--- config.mk ---
export PLATFORM = sky130hd
export DESIGN_NAME = branch_resolve_unit_flat
export DESIGN_NICKNAME = d
export VERILOG_FILES = /design/src/rtl/branch_resolve_if.sv /design/src/rtl/branch_resolve_unit.sv /design/src/flat_wrapper.sv
export SDC_FILE = /design/constraint.sdc
export NUM_CORES = 1
export LEC_CHECK = 0
export CAP_MARGIN = 20
export CORE_ASPECT_RATIO = 0.9
export CORE_MARGIN = 10
export CORE_UTILIZATION = 40
export DETAILED_ROUTE_END_ITERATION = 10
export PLACE_DENSITY = 0.79
export SLEW_MARGIN = 15
export SYNTH_ARGS = -nofsm -noshare
export SYNTH_HDL_FRONTEND = slang
export SYNTH_SLANG_ARGS = --single-unit
--- constraint.sdc ---
create_clock -name clock -period 1.88 [get_ports clock]
set_input_delay 0.376 -clock clock [delete_from_list [all_inputs] [get_ports clock]]
set_output_delay 0.376 -clock clock [all_outputs]
set_load 0.05 [all_outputs]
--- src/rtl/branch_resolve_if.sv ---
// Execute-stage to branch-resolve bus: ALU flags and branch request in, PC-select/flush/statistics out.
interface branch_resolve_if #(
    parameter int unsigned XLEN  = 32,
    parameter int unsigned CNT_W = 16
);
    logic             stall;
    logic             valid_in;
    logic             branch;
    logic [2:0]       cond;
    logic             alu_zero;
    logic             alu_lt;
    logic             alu_ltu;
    logic [XLEN-1:0]  target_in;
    logic             clear_stats;
    logic             pc_src;
    logic [XLEN-1:0]  target_out;
    logic             flush;
    logic             illegal_cond;
    logic [CNT_W-1:0] branch_count;
    logic [CNT_W-1:0] taken_count;

    modport master (
        output stall, valid_in, branch, cond, alu_zero, alu_lt, alu_ltu, target_in, clear_stats,
        input  pc_src, target_out, flush, illegal_cond, branch_count, taken_count
    );

    modport slave (
        input  stall, valid_in, branch, cond, alu_zero, alu_lt, alu_ltu, target_in, clear_stats,
        output pc_src, target_out, flush, illegal_cond, branch_count, taken_count
    );
endinterface

--- src/rtl/branch_resolve_unit.sv ---
// Resolves conditional branches from ALU flags, registers pc_src/target, drives a
// multi-cycle wrong-path flush and keeps saturating branch/taken statistics.
module branch_resolve_unit #(
    parameter int unsigned XLEN        = 32,
    parameter int unsigned FLUSH_DEPTH = 2,
    parameter int unsigned CNT_W       = 16
) (
    input  logic            clock,
    input  logic            reset,
    branch_resolve_if.slave bus
);
    localparam int unsigned      FCNT_W     = 4;
    localparam logic [FCNT_W-1:0] FLUSH_LOAD = FCNT_W'(FLUSH_DEPTH - 1);
    localparam logic [CNT_W-1:0]  CNT_MAX    = '1;

    typedef enum logic [0:0] {
        IDLE  = 1'b0,
        FLUSH = 1'b1
    } state_t;

    state_t            state;
    logic [FCNT_W-1:0] flush_cnt;
    logic              pc_src_q;
    logic [XLEN-1:0]   target_q;
    logic              flush_q;
    logic              illegal_q;
    logic [CNT_W-1:0]  branch_cnt_q;
    logic [CNT_W-1:0]  taken_cnt_q;

    logic cond_true_c;
    logic cond_legal_c;
    logic accept_c;
    logic taken_c;

    // Condition evaluation; reserved encodings evaluate not-taken
    always_comb begin
        cond_true_c  = 1'b0;
        cond_legal_c = 1'b1;
        case (bus.cond)
            3'b000:  cond_true_c = bus.alu_zero;
            3'b001:  cond_true_c = ~bus.alu_zero;
            3'b100:  cond_true_c = bus.alu_lt;
            3'b101:  cond_true_c = ~bus.alu_lt;
            3'b110:  cond_true_c = bus.alu_ltu;
            3'b111:  cond_true_c = ~bus.alu_ltu;
            default: cond_legal_c = 1'b0;
        endcase
    end

    // Branches seen while flushing are on the wrong path and are dropped entirely
    assign accept_c = bus.valid_in & bus.branch & ~bus.stall & (state == IDLE);
    assign taken_c  = accept_c & cond_legal_c & cond_true_c;

    always_ff @(posedge clock or negedge reset) begin
        if (!reset) begin
            state        <= IDLE;
            flush_cnt    <= '0;
            pc_src_q     <= 1'b0;
            target_q     <= '0;
            flush_q      <= 1'b0;
            illegal_q    <= 1'b0;
            branch_cnt_q <= '0;
            taken_cnt_q  <= '0;
        end else if (!bus.stall) begin
            pc_src_q  <= taken_c;
            illegal_q <= accept_c & ~cond_legal_c;
            if (taken_c) begin
                target_q <= bus.target_in;
            end

            case (state)
                IDLE: begin
                    if (taken_c) begin
                        state     <= FLUSH;
                        flush_cnt <= FLUSH_LOAD;
                        flush_q   <= 1'b1;
                    end
                end
                FLUSH: begin
                    if (flush_cnt == '0) begin
                        state   <= IDLE;
                        flush_q <= 1'b0;
                    end else begin
                        flush_cnt <= flush_cnt - FCNT_W'(1);
                    end
                end
                default: begin
                    state   <= IDLE;
                    flush_q <= 1'b0;
                end
            endcase

            // Clear wins over a same-cycle increment
            if (bus.clear_stats) begin
                branch_cnt_q <= '0;
                taken_cnt_q  <= '0;
            end else begin
                if (accept_c && (branch_cnt_q != CNT_MAX)) begin
                    branch_cnt_q <= branch_cnt_q + CNT_W'(1);
                end
                if (taken_c && (taken_cnt_q != CNT_MAX)) begin
                    taken_cnt_q <= taken_cnt_q + CNT_W'(1);
                end
            end
        end
    end

    assign bus.pc_src       = pc_src_q;
    assign bus.target_out   = target_q;
    assign bus.flush        = flush_q;
    assign bus.illegal_cond = illegal_q;
    assign bus.branch_count = branch_cnt_q;
    assign bus.taken_count  = taken_cnt_q;

endmodule

--- src/flat_wrapper.sv ---
// flat-port wrapper written by rule: the top's interface ports become plain ports
module branch_resolve_unit_flat 
#(
    parameter int unsigned XLEN        = 32,
    parameter int unsigned FLUSH_DEPTH = 2,
    parameter int unsigned CNT_W       = 16
)
  (clock, reset, bus_stall, bus_valid_in, bus_branch, bus_cond, bus_alu_zero, bus_alu_lt, bus_alu_ltu, bus_target_in, bus_clear_stats, bus_pc_src, bus_target_out, bus_flush, bus_illegal_cond, bus_branch_count, bus_taken_count);
  branch_resolve_if #(.XLEN(XLEN), .CNT_W(CNT_W)) bus_i ();
  input  logic clock;
  input  logic reset;
  input wire logic [$bits(bus_i.stall)-1:0] bus_stall;
  input wire logic [$bits(bus_i.valid_in)-1:0] bus_valid_in;
  input wire logic [$bits(bus_i.branch)-1:0] bus_branch;
  input wire logic [$bits(bus_i.cond)-1:0] bus_cond;
  input wire logic [$bits(bus_i.alu_zero)-1:0] bus_alu_zero;
  input wire logic [$bits(bus_i.alu_lt)-1:0] bus_alu_lt;
  input wire logic [$bits(bus_i.alu_ltu)-1:0] bus_alu_ltu;
  input wire logic [$bits(bus_i.target_in)-1:0] bus_target_in;
  input wire logic [$bits(bus_i.clear_stats)-1:0] bus_clear_stats;
  output wire logic [$bits(bus_i.pc_src)-1:0] bus_pc_src;
  output wire logic [$bits(bus_i.target_out)-1:0] bus_target_out;
  output wire logic [$bits(bus_i.flush)-1:0] bus_flush;
  output wire logic [$bits(bus_i.illegal_cond)-1:0] bus_illegal_cond;
  output wire logic [$bits(bus_i.branch_count)-1:0] bus_branch_count;
  output wire logic [$bits(bus_i.taken_count)-1:0] bus_taken_count;
  assign bus_i.stall = bus_stall;
  assign bus_i.valid_in = bus_valid_in;
  assign bus_i.branch = bus_branch;
  assign bus_i.cond = bus_cond;
  assign bus_i.alu_zero = bus_alu_zero;
  assign bus_i.alu_lt = bus_alu_lt;
  assign bus_i.alu_ltu = bus_alu_ltu;
  assign bus_i.target_in = bus_target_in;
  assign bus_i.clear_stats = bus_clear_stats;
  assign bus_pc_src = bus_i.pc_src;
  assign bus_target_out = bus_i.target_out;
  assign bus_flush = bus_i.flush;
  assign bus_illegal_cond = bus_i.illegal_cond;
  assign bus_branch_count = bus_i.branch_count;
  assign bus_taken_count = bus_i.taken_count;
  branch_resolve_unit #(.XLEN(XLEN), .FLUSH_DEPTH(FLUSH_DEPTH), .CNT_W(CNT_W)) u_core (.clock(clock), .reset(reset), .bus(bus_i));
endmodule
==> metrics.txt, run 1 <==
Gate Count Post-Synth roughly 390; grt total ovfl 0; Reg power frac 0.352; Die Ht about 110 µm; yosys warns 0; Arr. time, crit path 2.04 ns; Starting Density 0.413; Sw Pwr about 2900 µW; Critical Path Max Stage Delay ~0.54 ns; switching portion of total power 0.449; syn_nets 433; Seq. cell area between 1500 and 2000 µm²; RSZ-0062 raised after global routing true; status finished clean; worst setup path end u_core.bus.taken_count[4]; final core utilization 0.607; largest net degree at the start of global routing 73; Clock power frac 0.200; Critical Path Start bus_cond[2]; Final GP Congestion between 0.8 and 0.9; antenna violations before repair 0; Slew headroom 0.716; share of layout cells above drive strength 1 0.314; I/O pin total roughly 110; clock sink total between 70 and 80; Num CTS Buffers 9; drt initial violations 295; # H-tree levels 3; crit share post-route 0.977; Worst Path Required about 2.1 ns; list of most frequent post-synthesis cells nand2_1, dfrtp_1, nor2_1; Crit Path Class primary input to flop; FF-to-FF setup slack about 0.09 ns; TritonCTS clock tree yes; Critical Path, Cell by Cell clkdlybuf4s50_1 > inv_1 > nor3_1 > buf_4 > o31ai_4 > buf_12 > o311ai_0 > nand2_1; Post-DP HPWL roughly 8 mm; multi-input logic area 1680 µm²; Crit path depth 8; Max Cap Viol 0; Worst-path clk slew about 0.09 ns; Die Width between 100 and 150 µm; min-delay worst type primary input to async pin; Max FO, Critical Path 8; EDFF count, synth 0; Power Density about 1200 nW/µm²; Die Area between 10000 and 15000 µm²; worst-margin pin slew 0.423 ns; clock root buffer clkbuf_8; Yosys reg bits between 70 and 80; hold buffer count at cts 0; slowest stage cell on the critical path clkdlybuf4s50_1; Final nets between 500 and 600; share of the synthesized area in the top cell type 0.507; first-pass GRT wire length roughly 17 mm; antenna-violating nets left 0; distinct cell type count after synthesis 50; Critical Path End Type flop; drt first pass iters 4; Max clock buf depth 2; vias per std cell approximately 5.2; count of pins over their slew limit 0; Internal approximately 3500 µW; area grow syn2layout 47.0%; Worst Clk Skew about 0.014 ns; Placed Cells approximately 640; DRC 0; Synth area leaders dfrtp_1, nand2_1, xor2_1, nor2_1, nand3_1; endpoints failing hold 0; vias in the first global route around 3300; mapped cell area 3560 µm²; Synth Flop Type dfrtp_1; PortBufs between 100 and 150; fmax ~540 MHz; GRT Overall Usage 0.157; Buf+Inv Stages, Crit Path 4; CORE AREA 8610 µm²; row cnt 32; Reg2Reg Depth 5; Fillers 711; syn avg cell area slightly above 9 µm²; fin cells approximately 660; DR vias 3421; # setup viols final 0; startpoint type of the worst setup path primary input; P_leak ~0.0026 µW; CP delay by family, top buffers and inverters; reg2reg start u_core.bus.taken_count[0]; sequential share of the synthesized area 0.507; n_diodes 0; per-cell routed wire length between 15 and 20 µm; worst vdd ir ~0.81 mV; R2R Path End u_core.bus.taken_count[8]; combinational share of power 0.449; final wirelength ~11 mm; crit path time final approximately 1.8 ns; Clock Latency Late Sink ~0.34 ns; count leader, synth nand2_1; cell taking the most area after synthesis dfrtp_1; Async S/R FF share, synth 1.00
power groups by stage:
stage | Combinational, µW | Sequential (µW) | Clock [µW]
6_report | 2850 | 2230 | 1270
4_1_cts | 2870 | 2240 | 1310
3_5_place_dp | 2860 | 2270 | 0
3_3_place_gp | 2810 | 2240 | 0
5_1_grt | 3030 | 2290 | 1370
2_1_floorplan | 526 | 3550 | 0
timing repair:
action,4_1_cts,5_1_grt
endpoints found under the setup margin,18,15
pin swaps,0,3
gates cloned,0,1
resized for setup,1,12
buffers inserted,0,1
worst min-delay path by stage:
stage                     cells after the start  start  slack [ns]                          to
after CTS                                     2  reset        0.06  u_core.bus.taken_count[13]
after global routing                          2  reset        0.06  u_core.bus.branch_count[7]
final                                         2  reset        0.05  u_core.bus.branch_count[7]
after detailed placement                      2  reset        0.44  u_core.bus.branch_count[6]
after floorplan                               0  reset        0.08  u_core.bus.branch_count[0]
after global placement                        2  reset        0.44  u_core.bus.branch_count[9]
metrics by stage:
| stage | setup slack (ns) | total power [µW] | TNS (ns) | hold slack, ns | instance area, µm² |
|---|---|---|---|---|---|
| finish | 0.0428 | 6350 | 0 | 0.0460 | 5230 |
| global route | -0.0166 | 6690 | -0.0166 | 0.0609 | 5230 |
| CTS | 0.0184 | 6420 | 0 | 0.0640 | 5150 |
| detailed placement | -0.427 | 5130 | -20.68 | 0.442 | 4950 |
| global placement | -0.371 | 5050 | -18.18 | 0.435 | 4950 |
| floorplan | -0.0569 | 4080 | -0.132 | 0.0804 | 3630 |
area by class of cell:
cell class                 instances  share of cell area
tap                              119              0.0285
clock buffer                       9              0.0237
sequential                        72               0.350
timing repair buffer             155               0.254
multi-input combinational        285               0.321
clock inverter                     7              0.0153
inverter                          10             0.00718
flip-flops by register name, indices dropped and copies added, names as in the netlist:
| signal | flops |
|---|---|
| u_core.bus.target_out | 32 |
| u_core.bus.branch_count | 16 |
| u_core.bus.taken_count | 16 |
| u_core.flush_cnt | 4 |
| u_core.bus.flush | 1 |
| u_core.bus.illegal_cond | 1 |
| u_core.bus.pc_src | 1 |
| u_core.state | 1 |
kinds of logic (layout without fill, tap and decap cells):
group,count (synthesis),in the layout,share of synthesized area
xor+xnor,17,17,0.0419
fa+ha+maj,4,4,0.0141
buf+inv,28,181,0.0397
flops,72,72,0.507
mux,3,3,0.00879
compound gates,54,54,0.115
simple gates,207,207,0.274
routing by layer:
| layer | vias to the layer above | GRT usage | share of wire |
|---|---|---|---|
| li1 | 1636 | - | - |
| met1 | 1649 | 0.200 | 0.45 |
| met2 | 131 | 0.255 | 0.47 |
| met3 | 5 | 0.0554 | 0.082 |
| met4 | 0 | 0.0327 | 0.0046 |
| met5 | - | 0 | 0 |
cells in the final DEF, fill, tap and decap left out, types with 11 or more instances in the layout:
cell type,count
nor2_1,22
nor3_1,11
xor2_1,12
buf_4,107
nand2_1,118
dfrtp_2,22
clkdlybuf4s50_1,39
nand3_1,13
dfrtp_1,50
(Power assumes the default switching activity.)
==> run 2: changes to the inputs <==
Settings changed: CAP_MARGIN 20 to unset.
==> results of run 2 <==
No change in the layout: final DEF, timing and power equal those of run 1.
